File: config.mk
export PLATFORM = sky130hd
export DESIGN_NAME = pipe_ctrl
export DESIGN_NICKNAME = d
export VERILOG_FILES = /design/src/rtl/pipe_pkg.sv /design/src/rtl/hazard_detect.sv /design/src/rtl/pipe_ctrl.sv
export SDC_FILE = /design/constraint.sdc
export NUM_CORES = 1
export LEC_CHECK = 0
export BUFFER_PORTS_ARGS = -buffer_cell sky130_fd_sc_hd__buf_2
export CAP_MARGIN = 25
export CELL_PAD_IN_SITES_DETAIL_PLACEMENT = 0
export CELL_PAD_IN_SITES_GLOBAL_PLACEMENT = 2
export CORE_ASPECT_RATIO = 0.8
export CORE_UTILIZATION = 30
export CTS_CLUSTER_DIAMETER = 150
export CTS_CLUSTER_SIZE = 28
export DETAILED_ROUTE_END_ITERATION = 8
export PLACE_DENSITY_LB_ADDON = 0.1
export RECOVER_POWER = 50
export SYNTH_ARGS = -nofsm -noshare
export SYNTH_HDL_FRONTEND = slang
export SYNTH_SLANG_ARGS = --single-unit
export TNS_END_PERCENT = 20
File: constraint.sdc
create_clock -name clk -period 2.2 [get_ports clk]
set_input_delay 0.33 -clock clk [delete_from_list [all_inputs] [get_ports clk]]
set_output_delay 0.33 -clock clk [all_outputs]
set_load 0.05 [all_outputs]
File: src/rtl/pipe_pkg.sv
// Shared opcodes, FSM encoding and helpers for the pipeline sequencer.
package pipe_pkg;

  localparam logic [3:0] OP_NOP = 4'h0;
  localparam logic [3:0] OP_LW  = 4'h9;
  localparam logic [3:0] OP_SW  = 4'h5;

  typedef enum logic {
    RUN      = 1'b0,
    MEM_WAIT = 1'b1
  } state_t;

  function automatic logic is_mem_op(input logic [3:0] op);
    return (op == OP_LW) || (op == OP_SW);
  endfunction

endpackage

File: src/rtl/hazard_detect.sv
// Combinational load-use and branch-flush detection between the DE and EX stages.
module hazard_detect #(
  parameter int REG_INDEX_BIT_WIDTH = 4
) (
  input  logic [REG_INDEX_BIT_WIDTH-1:0] de_rs1,
  input  logic [REG_INDEX_BIT_WIDTH-1:0] de_rs2,
  input  logic                           de_use_rs1,
  input  logic                           de_use_rs2,
  input  logic [3:0]                     ex_op,
  input  logic [REG_INDEX_BIT_WIDTH-1:0] ex_rd,
  input  logic                           ex_wrReg,
  input  logic                           ex_br_taken,
  output logic                           load_use,
  output logic                           br_flush
);
  import pipe_pkg::*;

  logic ex_load_s;
  logic rs1_hit_s;
  logic rs2_hit_s;

  // Register 0 is hard-wired, so a load targeting it never creates a dependency.
  assign ex_load_s = (ex_op == OP_LW) && ex_wrReg &&
                     (ex_rd != {REG_INDEX_BIT_WIDTH{1'b0}});
  assign rs1_hit_s = de_use_rs1 && (de_rs1 == ex_rd);
  assign rs2_hit_s = de_use_rs2 && (de_rs2 == ex_rd);

  assign load_use = ex_load_s && (rs1_hit_s || rs2_hit_s);
  assign br_flush = ex_br_taken;

endmodule

File: src/rtl/pipe_ctrl.sv
// Pipeline sequencer: memory-wait FSM, hazard priority muxing and stall counter.
module pipe_ctrl #(
  parameter int REG_INDEX_BIT_WIDTH = 4,
  parameter int MEM_TIMEOUT         = 64,
  parameter int CNT_BITS            = 32
) (
  input  logic                           clk,
  input  logic                           reset,
  input  logic                           halt,
  input  logic [REG_INDEX_BIT_WIDTH-1:0] de_rs1,
  input  logic [REG_INDEX_BIT_WIDTH-1:0] de_rs2,
  input  logic                           de_use_rs1,
  input  logic                           de_use_rs2,
  input  logic [3:0]                     ex_op,
  input  logic [REG_INDEX_BIT_WIDTH-1:0] ex_rd,
  input  logic                           ex_wrReg,
  input  logic                           ex_br_taken,
  input  logic [3:0]                     mem_op,
  input  logic                           mem_ready,
  output logic                           pc_wrt_en,
  output logic                           fd_wrt_en,
  output logic                           de_wrt_en,
  output logic                           em_wrt_en,
  output logic                           me_wrt_en,
  output logic                           fd_bubble,
  output logic                           de_bubble,
  output logic                           em_bubble,
  output logic                           me_bubble,
  output logic                           mem_req,
  output logic                           mem_err,
  output logic [CNT_BITS-1:0]            stall_cycles
);
  import pipe_pkg::*;

  localparam int              WCW       = (MEM_TIMEOUT > 1) ? $clog2(MEM_TIMEOUT) : 1;
  localparam logic [WCW-1:0]  WAIT_LAST = WCW'(MEM_TIMEOUT - 1);

  state_t               state_r;
  state_t               state_nxt_s;
  logic [WCW-1:0]       wait_cnt_r;
  logic [WCW-1:0]       wait_cnt_nxt_s;
  logic                 mem_err_r;
  logic [CNT_BITS-1:0]  stall_cnt_r;

  logic mem_op_s;
  logic timeout_s;
  logic mem_hold_s;
  logic halt_s;
  logic load_use_s;
  logic br_flush_s;

  logic pc_en_s, fd_en_s, de_en_s, em_en_s, me_en_s;
  logic fd_bub_s, de_bub_s, em_bub_s, me_bub_s;

  hazard_detect #(
    .REG_INDEX_BIT_WIDTH(REG_INDEX_BIT_WIDTH)
  ) u_hazard_detect (
    .de_rs1      (de_rs1),
    .de_rs2      (de_rs2),
    .de_use_rs1  (de_use_rs1),
    .de_use_rs2  (de_use_rs2),
    .ex_op       (ex_op),
    .ex_rd       (ex_rd),
    .ex_wrReg    (ex_wrReg),
    .ex_br_taken (ex_br_taken),
    .load_use    (load_use_s),
    .br_flush    (br_flush_s)
  );

  assign mem_op_s   = is_mem_op(mem_op);
  assign timeout_s  = (state_r == MEM_WAIT) && mem_op_s && !mem_ready &&
                      (wait_cnt_r == WAIT_LAST);
  // The memory stage holds the pipe until the access completes or is forced out.
  assign mem_hold_s = mem_op_s && !mem_ready && !timeout_s;
  assign halt_s     = (state_r == RUN) && !mem_op_s && halt;

  // FSM next state and wait counter.
  always_comb begin
    state_nxt_s    = state_r;
    wait_cnt_nxt_s = wait_cnt_r;
    case (state_r)
      RUN: begin
        wait_cnt_nxt_s = {WCW{1'b0}};
        if (mem_hold_s) begin
          state_nxt_s = MEM_WAIT;
        end else begin
          state_nxt_s = RUN;
        end
      end
      MEM_WAIT: begin
        if (mem_hold_s) begin
          wait_cnt_nxt_s = wait_cnt_r + {{(WCW-1){1'b0}}, 1'b1};
        end else begin
          state_nxt_s    = RUN;
          wait_cnt_nxt_s = {WCW{1'b0}};
        end
      end
      default: begin
        state_nxt_s    = RUN;
        wait_cnt_nxt_s = {WCW{1'b0}};
      end
    endcase
  end

  // Hazard priority: memory wait > halt > branch > load-use.
  always_comb begin
    pc_en_s  = 1'b1;
    fd_en_s  = 1'b1;
    de_en_s  = 1'b1;
    em_en_s  = 1'b1;
    me_en_s  = 1'b1;
    fd_bub_s = 1'b0;
    de_bub_s = 1'b0;
    em_bub_s = 1'b0;
    me_bub_s = 1'b0;
    if (mem_hold_s) begin
      pc_en_s  = 1'b0;
      fd_en_s  = 1'b0;
      de_en_s  = 1'b0;
      em_en_s  = 1'b0;
      me_bub_s = 1'b1;
    end else if (halt_s) begin
      pc_en_s = 1'b0;
      fd_en_s = 1'b0;
      de_en_s = 1'b0;
      em_en_s = 1'b0;
      me_en_s = 1'b0;
    end else if (br_flush_s) begin
      fd_bub_s = 1'b1;
      de_bub_s = 1'b1;
    end else if (load_use_s) begin
      pc_en_s  = 1'b0;
      fd_en_s  = 1'b0;
      de_en_s  = 1'b0;
      em_bub_s = 1'b1;
    end else begin
      pc_en_s = 1'b1;
    end
  end

  // State, wait counter, sticky error and saturating stall counter.
  always_ff @(posedge clk or negedge reset) begin
    if (!reset) begin
      state_r     <= RUN;
      wait_cnt_r  <= {WCW{1'b0}};
      mem_err_r   <= 1'b0;
      stall_cnt_r <= {CNT_BITS{1'b0}};
    end else begin
      state_r    <= state_nxt_s;
      wait_cnt_r <= wait_cnt_nxt_s;
      if (timeout_s) begin
        mem_err_r <= 1'b1;
      end
      if (!pc_en_s && (stall_cnt_r != {CNT_BITS{1'b1}})) begin
        stall_cnt_r <= stall_cnt_r + {{(CNT_BITS-1){1'b0}}, 1'b1};
      end
    end
  end

  // Controls are held inactive for as long as reset is asserted.
  assign pc_wrt_en    = reset & pc_en_s;
  assign fd_wrt_en    = reset & fd_en_s;
  assign de_wrt_en    = reset & de_en_s;
  assign em_wrt_en    = reset & em_en_s;
  assign me_wrt_en    = reset & me_en_s;
  assign fd_bubble    = reset & fd_bub_s;
  assign de_bubble    = reset & de_bub_s;
  assign em_bubble    = reset & em_bub_s;
  assign me_bubble    = reset & me_bub_s;
  assign mem_req      = reset & mem_op_s;
  assign mem_err      = mem_err_r;
  assign stall_cycles = stall_cnt_r;

endmodule

; ---- Word-level counts from Yosys, hierarchy flattened
; Cells that the tools add are included.
[totals]
elab_cells = 58
reg_bits = 40
ramBits = 0
output_inout_bits = 43
n_memories = 0
mem_bits_ro = 0
latch_bits = 0
input_bits = 28
[op_classes]
muxes = 17
mul = 0
n_reduce_logical = 20
n_shift = 0
bitwise = 8
magnitude_cmp = 0
addsub = 2
n_eq_ne = 7
n_div = 0
[ops]
columns = operator, count
row1 = "adder 32 x 1 -> 32 bit, second input constant", 1
row2 = "inequality test 32 bit, second input constant", 1
row3 = two-way mux 1 bit, 15
row4 = logical AND 1 bit, 13
row5 = one-hot mux 6 bit (2 select lines), 1
row6 = equality test 4 bit, 2
row7 = "equality test 4 bit, second input constant", 2
row8 = bitwise AND 1 bit, 7
row9 = "adder 6 x 1 -> 6 bit, second input constant", 1
row10 = "equality test 6 bit, second input constant", 1
row11 = two-way mux 6 bit, 1
row12 = "equality test 4 x 3 -> 1 bit, second input constant", 1
row13 = logical NOT 1 bit, 4
row14 = nonzero test 4 bit, 1
row15 = logical OR 1 bit, 2
row16 = inverter 1 bit, 1

; ---- Logic depth before layout (Yosys ltp)
[depth]
word_depth = 10
mapped_depth = 8
depth_no_buf = 8

; ---- Cells and area by module
; Synthesis repeated with hierarchy kept, for this count alone.
[unflattened]
hier_cells = 218
hier_area_um2 = 2250.9
[by_module_without_submodules]
columns = mod, cells_each, seq_area_each_um2, area_per_inst_um2, instances
row1 = pipe_ctrl, 202, 1001.0, 2123.3, 1
row2 = hazard_detect, 16, 0.0, 127.6, 1

; ---- Least setup slack after synthesis
; No wires, ideal clock.
[synth_path]
path_type = input-to-output
start = input port mem_op[3]
end = output port fd_bubble
arrival_time_ps = 2543
path_slack_ps = -673
required_time_ps = 1870
path_stages = 8
n_path_buf = 1
cell_sequence = xor2_1 > nand3b_1 > nand3b_1 > and2_1 > nand2b_1 > inv_1 > and2_1 > buf_4
[synth_between]
elab_chain_len = 9
word_cells_on_any_way = 15
cone_classes = eq/ne (2) / mux (2) / bitwise (1) / reduce/logical (10)
[synth_lines]
columns = element, line
row1 = from (decl), pipe_ctrl.sv:18  ; input logic [3:0] mem_op,
row2 = equality test 4 bit / equality test 4 x 3 -> 1 bit (equally long branches), pipe_pkg.sv:14  ; return (op == OP_LW) || (op == OP_SW);
row3 = logical OR 1 bit (*), pipe_pkg.sv:14
row4 = logical AND 1 bit (3 in a row), pipe_ctrl.sv:71  ; assign timeout_s = (state_r == MEM_WAIT) && mem_op_s && !mem_ready &&
row5 = logical NOT 1 bit, pipe_ctrl.sv:74  ; assign mem_hold_s = mem_op_s && !mem_ready && !timeout_s;
row6 = logical AND 1 bit, pipe_ctrl.sv:74
row7 = two-way mux 1 bit (*), -
row8 = bitwise AND 1 bit (*), -
row9 = to (decl), pipe_ctrl.sv:25  ; output logic fd_bubble,
; Every way passes the cells marked *; elsewhere a longest branch is shown, timed or not.

; ---- Worst setup path in the final report
[layout_path]
start = register wait_cnt_r[1]
end = output port fd_bubble
[layout_between]
elab_chain_len = 6
[layout_lines]
columns = element, line
row1 = from (decl), pipe_ctrl.sv:40  ; logic [WCW-1:0] wait_cnt_r;
row2 = from (signal assigned), pipe_ctrl.sv:145  ; wait_cnt_r <= {WCW{1'b0}};
row3 = from (signal assigned), pipe_ctrl.sv:150  ; wait_cnt_r <= wait_cnt_nxt_s;
row4 = equality test 6 bit, pipe_ctrl.sv:72  ; (wait_cnt_r == WAIT_LAST);
row5 = logical AND 1 bit, pipe_ctrl.sv:71
row6 = logical NOT 1 bit, pipe_ctrl.sv:74
row7 = logical AND 1 bit, pipe_ctrl.sv:74
row8 = two-way mux 1 bit, pipe_ctrl.sv:116  ; if (mem_hold_s) begin
row9 = bitwise AND 1 bit, pipe_ctrl.sv:166  ; assign fd_bubble = reset & fd_bub_s;
; Every way passes these cells.

==> results.json <==
{
  "status": "complete, no violations",
  "yosysTopAreaCellShare_pct": 47.85,
  "synth.area.top_cells": "dfrtp_1, xor2_1, xnor2_1",
  "ant_nets": 0,
  "die_w_um": 95.37,
  "register_area_um2": 1001,
  "yosysTopAreaCell": "dfrtp_1",
  "yosysMostFrequentCell": "dfrtp_1",
  "synth_area_um2": 2092,
  "insertion_delay_ns": 0.30,
  "clockBufferDepth": 2,
  "setup_viol": 0,
  "antenna_found_initial": 0,
  "drv_cap": 0,
  "drtPass1Iterations": 4,
  "drt-initial-drc-count": 58,
  "syn-num-nets": 233,
  "placementRows": 26,
  "grt_max_degree": 40,
  "clock_sinks": 40,
  "antenna_cells": 0,
  "reg2reg_setup_slack_ns": 0.16,
  "crit_path_end_kind": "output port",
  "synth_edf_count": 0,
  "cts-root-buf": "clkbuf_8",
  "p_per_area_nw_per_um2": 737.2,
  "drc_errors": 0,
  "hold_class": "input port to asynchronous set/reset pin",
  "viasPerCell": 4.651,
  "finalSetupTns_ns": 0,
  "grt_pass1_wl_um": 8535,
  "gr-total-overflow": 0,
  "routed_wl_um": 5122,
  "critPathArrivalTime_ns": 1.78,
  "grt.total_usage_pct": 15.27,
  "max_slew_margin_pct": 32.52,
  "synth_cells": 203,
  "port_buffers": 70,
  "yosysUniqueCellTypes": 36,
  "fillCellCount": 690,
  "ys_top_cells_by_count": "dfrtp_1, xor2_1, nor2_1, nand2_1, xnor2_1",
  "io_pins": 71,
  "finish.utilization_pct": 42.48,
  "wl_per_cell_um": 13.66,
  "area_growth_pct": 33.43,
  "design.core.area_um2": 6571,
  "dr_total_vias": 1744,
  "layout-drive-gt1-share_pct": 32.65,
  "rsz0062_at_grt": "yes",
  "fin_crit_sh_pct": 95.86,
  "grt_pass1_vias": 1702,
  "synth_ff_type": "dfrtp_1",
  "hpwl_um": 3867,
  "p_leak_nw": 1.376,
  "worstPathMaxFanout": 3,
  "final_net_count": 320,
  "finalHoldViolations": 0,
  "fp.dieH_um": 76.69,
  "ys_seq_area_share_pct": 47.85,
  "synth_warnings": 0,
  "cp-start-kind": "flip-flop",
  "die-area_um2": 7314,
  "clock_skew_ns": 0.01322,
  "cts_max_level": 2,
  "async_flop_share_pct": 100.0,
  "layout_setup_ws_ns": 0.09115,
  "place_ws_ns": 0.07853,
  "gp_congestion": 0.7270,
  "start_util_pct": 31.84,
  "multi_input_area_um2": 1077,
  "cts_tree": "built",
  "ys_seq_elements": 40,
  "finalCriticalPeriod_ns": 2.109,
  "required_ns": 1.87,
  "criticalPathCategory": "flip-flop to output port",
  "avgSynthCellArea_um2": 10.31,
  "worstMarginPinSlew_ns": 1.012,
  "clk_pin_slew_ns": 0.08,
  "slew_viol_final": 0,
  "ir_worst_vdd_uv": 277.4,
  "cts_made_buffers": 5,
  "max_freq_mhz": 474.2,
  "total_power_w": 0.002058
}
[layout make-up]
cell class | count | area share (%)
Multi-Input combinational cell | 156 | 38.59
Clock inverter | 2 | 1.390
Clock buffer | 6 | 2.958
Inverter | 3 | 0.4034
Sequential cell | 40 | 35.86
Timing Repair Buffer | 84 | 17.03
Tap cell | 84 | 3.765
[sequential cells by signal (all words and copies together), names as in the netlist]
name,cells
wait_cnt_r,6
mem_err,1
state_r,1
stall_cycles,32
[logic make-up (layout without fill, tap and decap cells)]
| logic type | Yosys count | after routing | synth area share (%) |
|---|---|---|---|
| flops | 40 | 40 | 47.85 |
| xor+xnor | 44 | 44 | 18.42 |
| fa+ha+maj | 2 | 2 | 1.196 |
| buf+inv | 7 | 95 | 1.794 |
| simple gates | 100 | 100 | 26.67 |
| compound gates | 10 | 10 | 4.067 |
[cells in the final DEF (no fill, tap or decap), types with 8 or more instances in the layout]
cell type,count
dfrtp_1,40
clkbuf_1,16
nand2_1,20
nor3_1,8
nand3_1,16
nor2_1,20
xor2_1,25
buf_2,49
xnor2_1,19
buf_4,11
[power breakdown]
group	internal (W)	switching, W	leakage (nW)
Clock	0.000371	0.000281	0.0614
Combinational	0.000155	0.000382	0.770
Sequential	0.000794	0.0000745	0.544
Total	0.00132	0.000737	1.38
[what timing repair did]
| action | in CTS | in global routing |
|---|---|---|
| resized for setup | 5 | 10 |
| pin swaps | 1 | 2 |
| buffers inserted | 2 | 0 |
| hold buffers | 1 | 0 |
| hold endpoints to repair | 1 | 0 |
| setup endpoints to repair | 7 | 8 |
[worst max-delay path, stage by stage, from the launching register on]
cell      delay, ns
dfrtp_1        0.39
ha_2           0.21
nand4_1        0.12
nor2_4         0.06
nor3_2         0.19
nand2b_4       0.17
inv_2          0.04
and2_4         0.16
buf_8          0.14
[stage by stage]
step,cells,instance area [um2],hold WS (ns)
final,375,2791,0.3703
after global routing,375,2791,0.3807
after CTS,375,2785,0.3751
after detailed placement,364,2621,0.1478
after global placement,364,2621,0.1451
after floorplan,203,2097,0.03441
[worst paths after layout]
kind | depth (start not counted) | endpoint | startpoint
max | 8 | fd_bubble | wait_cnt_r[1]$_DFF_PN0_
min | 2 | mem_err$_DFFE_PN0P_ | reset
max reg2reg | 7 | stall_cycles[18]$_DFFE_PN0P_ | stall_cycles[7]$_DFFE_PN0P_
min reg2reg | 1 | mem_err$_DFFE_PN0P_ | mem_err$_DFFE_PN0P_
max in group asynchronous | 3 | stall_cycles[17]$_DFFE_PN0P_ | reset
min in group clk | 3 | mem_err$_DFFE_PN0P_ | mem_ready
[per-layer routing]
metal  up-vias  routed length [um]  share of wire, %  track usage (%)
met3         5                 358               7.0            4.464
met4         0                  34              0.66            4.091
li1        871                   -                 -                -
met2        61                2046                40            20.57
met5         -                   0                 0                0
met1       807                2683                52            23.26
Power figures use the tool's default switching activity.
